==> config.mk <==
export PLATFORM = sky130hd
export DESIGN_NAME = fifomem_wr_arbiter
export DESIGN_NICKNAME = d
export VERILOG_FILES = /design/src/rtl/fifomem_wr_arbiter.sv
export SDC_FILE = /design/constraint.sdc
export NUM_CORES = 1
export LEC_CHECK = 0
export CAP_MARGIN = 20
export CORE_MARGIN = 2
export CORE_UTILIZATION = 42
export CTS_BUF_LIST = sky130_fd_sc_hd__clkbuf_8
export CTS_CLUSTER_DIAMETER = 100
export DETAILED_ROUTE_END_ITERATION = 7
export PLACE_DENSITY_LB_ADDON = 0.15
export SETUP_SLACK_MARGIN = 0.1
export SKIP_LAST_GASP = 1
export SLEW_MARGIN = 0
export SYNTH_ARGS = -nofsm -noshare
export SYNTH_HDL_FRONTEND = slang
export SYNTH_SLANG_ARGS = --single-unit
==> constraint.sdc <==
create_clock -name wclk -period 5.6 [get_ports wclk]
set_input_delay 1.68 -clock wclk [delete_from_list [all_inputs] [get_ports wclk]]
set_output_delay 1.68 -clock wclk [all_outputs]
set_load 0.01 [all_outputs]
==> src/rtl/fifomem_wr_arbiter.sv <==
// -----------------------------------------------------------------------------
// fifomem_wr_arbiter
// Controller for an external dual-port FIFO memory (DATASIZE x 2^ADDRSIZE,
// synchronous write with enable, combinational read). Two producers share the
// single write port under round-robin arbitration. The consumer pops through a
// first-word-fall-through interface: the head word appears on the memory read
// port at mem_raddr whenever rempty is low.
//
// Ports
//   wclk, wrst             clock; synchronous active-high reset
//   reqN_valid/data/ready  producer N handshake (ready = accepted this cycle)
//   rinc                   consumer pop request
//   mem_wdata/waddr/wclken memory write port drive
//   mem_raddr              memory read address (head of queue)
//   wfull, rempty, count   occupancy, all derived from registered pointers
//   last_grant             producer granted most recently
//   underflow              sticky: rinc seen while empty, cleared by wrst
// -----------------------------------------------------------------------------
module fifomem_wr_arbiter #(
   parameter int DATASIZE = 8,
   parameter int ADDRSIZE = 4
) (
   input  logic                wclk,
   input  logic                wrst,
   input  logic                req0_valid,
   input  logic [DATASIZE-1:0] req0_data,
   output logic                req0_ready,
   input  logic                req1_valid,
   input  logic [DATASIZE-1:0] req1_data,
   output logic                req1_ready,
   input  logic                rinc,
   output logic [DATASIZE-1:0] mem_wdata,
   output logic [ADDRSIZE-1:0] mem_waddr,
   output logic [ADDRSIZE-1:0] mem_raddr,
   output logic                mem_wclken,
   output logic                wfull,
   output logic                rempty,
   output logic [ADDRSIZE:0]   count,
   output logic                last_grant,
   output logic                underflow
);

   localparam logic [ADDRSIZE:0] PTR_ONE = {{ADDRSIZE{1'b0}}, 1'b1};

   // Pointers carry one extra wrap bit so full and empty are distinguishable.
   logic [ADDRSIZE:0] wptr_q, wptr_d;
   logic [ADDRSIZE:0] rptr_q, rptr_d;
   logic              last_grant_q, last_grant_d;
   logic              underflow_q, underflow_d;

   logic cand_vld;
   logic cand;       // 0 = producer 0, 1 = producer 1
   logic grant_ok;
   logic pop;

   // Flags come from registered pointers only, so a pop while full frees the
   // slot for writers one cycle later.
   always_comb begin
      wfull  = (wptr_q[ADDRSIZE] != rptr_q[ADDRSIZE]) &&
               (wptr_q[ADDRSIZE-1:0] == rptr_q[ADDRSIZE-1:0]);
      rempty = (wptr_q == rptr_q);
      count  = wptr_q - rptr_q;
   end

   // Round-robin: on contention the producer not granted last time wins.
   always_comb begin
      cand_vld = req0_valid | req1_valid;
      if (req0_valid && req1_valid) cand = ~last_grant_q;
      else                          cand = req1_valid;
      grant_ok   = cand_vld & ~wfull & ~wrst;
      req0_ready = grant_ok & ~cand;
      req1_ready = grant_ok &  cand;
      mem_wclken = grant_ok;
      mem_wdata  = cand ? req1_data : req0_data;
      mem_waddr  = wptr_q[ADDRSIZE-1:0];
      mem_raddr  = rptr_q[ADDRSIZE-1:0];
      pop        = rinc & ~rempty;
   end

   always_comb begin
      wptr_d       = wptr_q;
      rptr_d       = rptr_q;
      last_grant_d = last_grant_q;
      underflow_d  = underflow_q | (rinc & rempty);
      if (grant_ok) begin
         wptr_d       = wptr_q + PTR_ONE;
         last_grant_d = cand;
      end
      if (pop) rptr_d = rptr_q + PTR_ONE;
   end

   // last_grant resets to 1 so producer 0 wins the first contention.
   always_ff @(posedge wclk) begin
      if (wrst) begin
         wptr_q       <= '0;
         rptr_q       <= '0;
         last_grant_q <= 1'b1;
         underflow_q  <= 1'b0;
      end else begin
         wptr_q       <= wptr_d;
         rptr_q       <= rptr_d;
         last_grant_q <= last_grant_d;
         underflow_q  <= underflow_d;
      end
   end

   assign last_grant = last_grant_q;
   assign underflow  = underflow_q;

endmodule

# After elaboration in Yosys (flattened, before gate mapping)
# Cells that the tools add are included.
[totals] ff_bits=12 ramBits=0 rom_bits=0 out_inout_bits=28 in_bits=21 n_memories=0 latchBits=0 wordCells=27
[op_classes] eq_ne=3 muxes=2 addsub=3 n_reduce_logical=2 bitwise_logic=13 n_div=0 magnitude_cmp=0 n_mul=0 shifts=0
[ops] cell="adder 5 x 1 -> 5 bit (second input constant)" n=2
[ops] cell="2-to-1 mux 8 bit" n=1
[ops] cell="bitwise AND 1 bit" n=6
[ops] cell="equality test 5 bit" n=1
[ops] cell="inverter 1 bit" n=5
[ops] cell="subtractor 5 bit" n=1
[ops] cell="equality test 4 bit" n=1
[ops] cell="logical AND 1 bit" n=2
[ops] cell="bitwise OR 1 bit" n=2
[ops] cell="2-to-1 mux 1 bit" n=1
[ops] cell="inequality test 1 bit" n=1

# Depth between registers and ports, before layout
[depth] word_depth=6 depth_mapped=7 ltp_nobuf=7

# Worst setup path before layout
# OpenSTA, ideal clock, no wires.
[synth_timing] path_kind="in2out" start="in req0_valid" end="out mem_wdata[0]" path_buffers=1 arrival_ps=2586 required_ps=3920 slack_ps=1334 stages=3 cell_sequence="clkbuf_1 a21boi_2 mux2_2"
[synth_between] elab_chain_len=3
[synth_lines] element="from (decl)" line="25" text="input logic req0_valid,"
[synth_lines] element="logical AND 1 bit" line="68" text="if (req0_valid && req1_valid) cand = ~last_grant_q;"
[synth_lines] element="2-to-1 mux 1 bit" line="68"
[synth_lines] element="2-to-1 mux 8 bit" line="74" text="mem_wdata = cand ? req1_data : req0_data;"
[synth_lines] element="to (decl)" line="32" text="output logic [DATASIZE-1:0] mem_wdata,"
# No other way between the ends.

# Worst setup path in the final report
[layout_timing] start="in req1_valid" end="out mem_wdata[5]"
[layout_between] elab_chain_len=3
[layout_lines] element="from (decl)" line="28" text="input logic req1_valid,"
[layout_lines] element="logical AND 1 bit" line="68"
[layout_lines] element="2-to-1 mux 1 bit (*)" line="68"
[layout_lines] element="2-to-1 mux 8 bit (*)" line="74"
# Mark *: on every way between the ends. The rest lies on a longest branch, timed or not.

==> impl_metrics.tcl <==
set metrics [dict create \
    worst_pin_slew_ps 497 \
    dpl_worst_slack_ps 298 \
    slew_headroom 0.666 \
    drt_iter0_drc 9 \
    die-width_um 49.7 \
    max_freq_mhz 189 \
    dpl.hpwl_um 1740 \
    root_buffer "clkbuf_8" \
    crit_path_start_kind "primary input" \
    p_sw_w 0.000124 \
    hold_viol 0 \
    cpPeakStageDelay_ps 580 \
    cts_resized 0 \
    crit_chain "clkdlybuf4s50_1 -> a21boi_2 -> mux2_2 -> clkdlybuf4s50_1" \
    pin_count 49 \
    post_cts_buffers 0 \
    synthTopCellsByArea "dfxtp_1 (27%), mux2_2 (10%), ha_1 (8.6%), xnor2_1 (7.0%), buf_4 (6.9%)" \
    switching_share 0.319 \
    drt-pass1-iter-count 4 \
    die_h_um 49.7 \
    yosysTopAreaCellShare 0.274 \
    critPathMostFrequentCell "clkdlybuf4s50_1" \
    gr-total-overflow 0 \
    internal_power_w 0.000264 \
    synth_xor_area_frac 0.110 \
    min_path_type "register to register" \
    cts_buffers 3 \
    required_ps 3920 \
    cts_buffer_depth 2 \
    p_clk_frac 0.244 \
    cp-end-kind "output pin" \
    fin_util 0.706 \
    worstSetupPathType "primary input to output pin" \
    synth_cells 99 \
    syn2layout_area_growth_pct 58.1 \
    avgSynthCellArea_um2 8.85 \
    routedWlPerCell_um 12.6 \
    htree_levels 1 \
    synth_compound_area_frac 0.146 \
    drtAntennaViolNets 0 \
    ys_ff_latch 12 \
    critPathSlowestCell "clkdlybuf4s50_1" \
    port_buffers 48 \
    path_clk_slew_ps 60 \
    tritoncts "built" \
    start_util 0.446 \
    grt_max_degree 13 \
    dp_cells 165 \
    grt_first_pass_wirelength_um 3530 \
    drc_errors 0 \
    drv_slew 0 \
    setup_viol 0 \
    via_count 866 \
    die_area_um2 2470 \
    place_congestion 0.744 \
    maxCapViolCount 0 \
    ir_drop_mv 0.147 \
    synth.area.mux_share 0.126 \
    synthSimpleGateAreaFrac 0.133 \
    fp-row-count 16 \
    seq_power_share 0.269 \
    status "finished clean" \
    wirelength_um 2130 \
    syn-num-nets 127 \
    drive_gt1_frac 0.106 \
    synth_top_family_by_area "compound AO/OA/AOI/OAI gates" \
    nets 171 \
    ys_seq_area_frac 0.274 \
    grt_pass1_vias 839 \
    critPathArrivalTime_ps 3600 \
    p_comb_frac 0.487 \
    antenna_found_initial 0 \
    stdcell_count 169 \
    antenna_cells 0 \
    holdBufCountCts 0 \
    viasPerCell 5.12 \
    ys_types 28 \
    tns_ps 0 \
    yosys_warnings 0 \
    insertion_delay_ps 240 \
    whs_ps 473 \
    synth_top_area_cell "dfxtp_1" \
    finalCritPeriodShare 0.943 \
    p_leak_nw 0.528 \
    cts.sinks 12 \
    timing.final.crit_period_ps 5280 \
    grt_setup_unrepaired "no" \
    core_region_area_um2 1960 \
    yosys.area_share.adder 0.109 \
    setup_slack_ps 317 \
    cellPowerDensity_nw_per_um2 280 \
    skew_ps 2.58 \
    crit_fanout 10 \
    grt_usage 0.185 \
    synth_area_um2 876 \
]
-- final cells by class --
cell class	count	area, µm²
Timing Repair Buffer	49	488
Multi-Input combinational cell	71	546
Inverter	6	22.5
Fill cell	169	577
Clock buffer	4	55.1
Sequential cell	12	240
Tap cell	27	33.8
-- state kept, by name (all words and copies together) (netlist names) --
signal and cells:
rptr_q 5, wptr_q 5, last_grant 1, underflow 1
-- kinds of logic (layout without fill, tap and decap cells) --
| kind of cell | after synthesis | count (layout) |
|---|---|---|
| XOR/XNOR | 11 | 11 |
| AND/OR/NAND/NOR | 23 | 23 |
| AO/OA/AOI/OAI | 20 | 20 |
| multiplexers | 10 | 10 |
| buffers and inverters | 16 | 59 |
| adder cells (fa/ha/maj) | 7 | 7 |
| flip-flops | 12 | 12 |
-- synthesized netlist by cell type --
cell type and n:
nand2_1 1, and4_1 1, xnor2_1 7, nor3_1 1
nor3b_1 1, a21boi_2 1, a21oi_1 8, and2_1 1
mux2_2 8, xor2_1 4, or3_1 2, inv_1 6
nor2_1 11, a21o_1 2, o221ai_1 1, o22ai_1 1
a211o_1 1, nor4_1 1, nor2_2 1, o2111ai_1 2
clkbuf_1 2, nand4_1 3, dfxtp_1 12, o21ai_0 4
fa_1 1, mux2i_1 2, buf_4 8, ha_1 6
-- final timing paths --
path	start	end	slack, ps	depth (start not counted)
setup / recovery	req1_valid	mem_wdata[5]	320	4
hold / removal	underflow$_SDFF_PP0_	underflow$_SDFF_PP0_	470	2
setup reg to reg	rptr_q[2]$_SDFFE_PP0P_	rptr_q[1]$_SDFFE_PP0P_	3670	6
hold reg to reg	underflow$_SDFF_PP0_	underflow$_SDFF_PP0_	470	2
-- per-layer routing --
layer | up-vias | GRT usage | share of wire | wire [µm]
met3 | 2 | 0.0636 | 0.094 | 201
met1 | 394 | 0.195 | 0.39 | 830
met2 | 40 | 0.340 | 0.51 | 1090
met4 | 0 | 0.0556 | 0.0052 | 11
li1 | 430 | - | - | -
met5 | - | 0 | 0 | 0
-- power groups by stage --
| stage | registers (W) | logic, W | clock network, W |
|---|---|---|---|
| finish | 0.000104 | 0.000189 | 0.0000946 |
| global route | 0.000106 | 0.000203 | 0.000102 |
| CTS | 0.000105 | 0.000191 | 0.0000969 |
| detailed placement | 0.000106 | 0.000190 | 0 |
| global placement | 0.000106 | 0.000184 | 0 |
| floorplan | 0.000105 | 0.000102 | 0 |
-- worst max-delay path: cells and delay by family --
kind,cells,cell delay (ps)
mux,1,390
buf+inv,2,1070
compound gates,1,460
-- layout by cell type, fill, tap and decap left out --
cell / count
or3_1: 2
nor4_1: 1
buf_4: 1
a21o_1: 2
a21boi_2: 1
xor2_1: 4
nor3b_1: 1
dfxtp_1: 12
and4_1: 1
o22ai_1: 1
inv_1: 6
nand2_1: 1
xnor2_1: 7
o2111ai_1: 2
nor3_1: 1
mux2i_1: 2
mux2_2: 8
nor2_2: 1
a21oi_1: 8
clkdlybuf4s50_1: 48
o21ai_0: 4
o221ai_1: 1
ha_1: 6
a211o_1: 1
and2_1: 1
clkbuf_8: 4
nand4_1: 3
fa_1: 1
nor2_1: 11
-- metrics by stage --
stage / power, W / cell area (µm²)
CTS: 0.000392 / 1390
finish: 0.000387 / 1390
detailed placement: 0.000296 / 1330
global route: 0.000411 / 1390
global placement: 0.000290 / 1330
floorplan: 0.000207 / 876
Note: power is estimated with default switching activity, not from simulation.
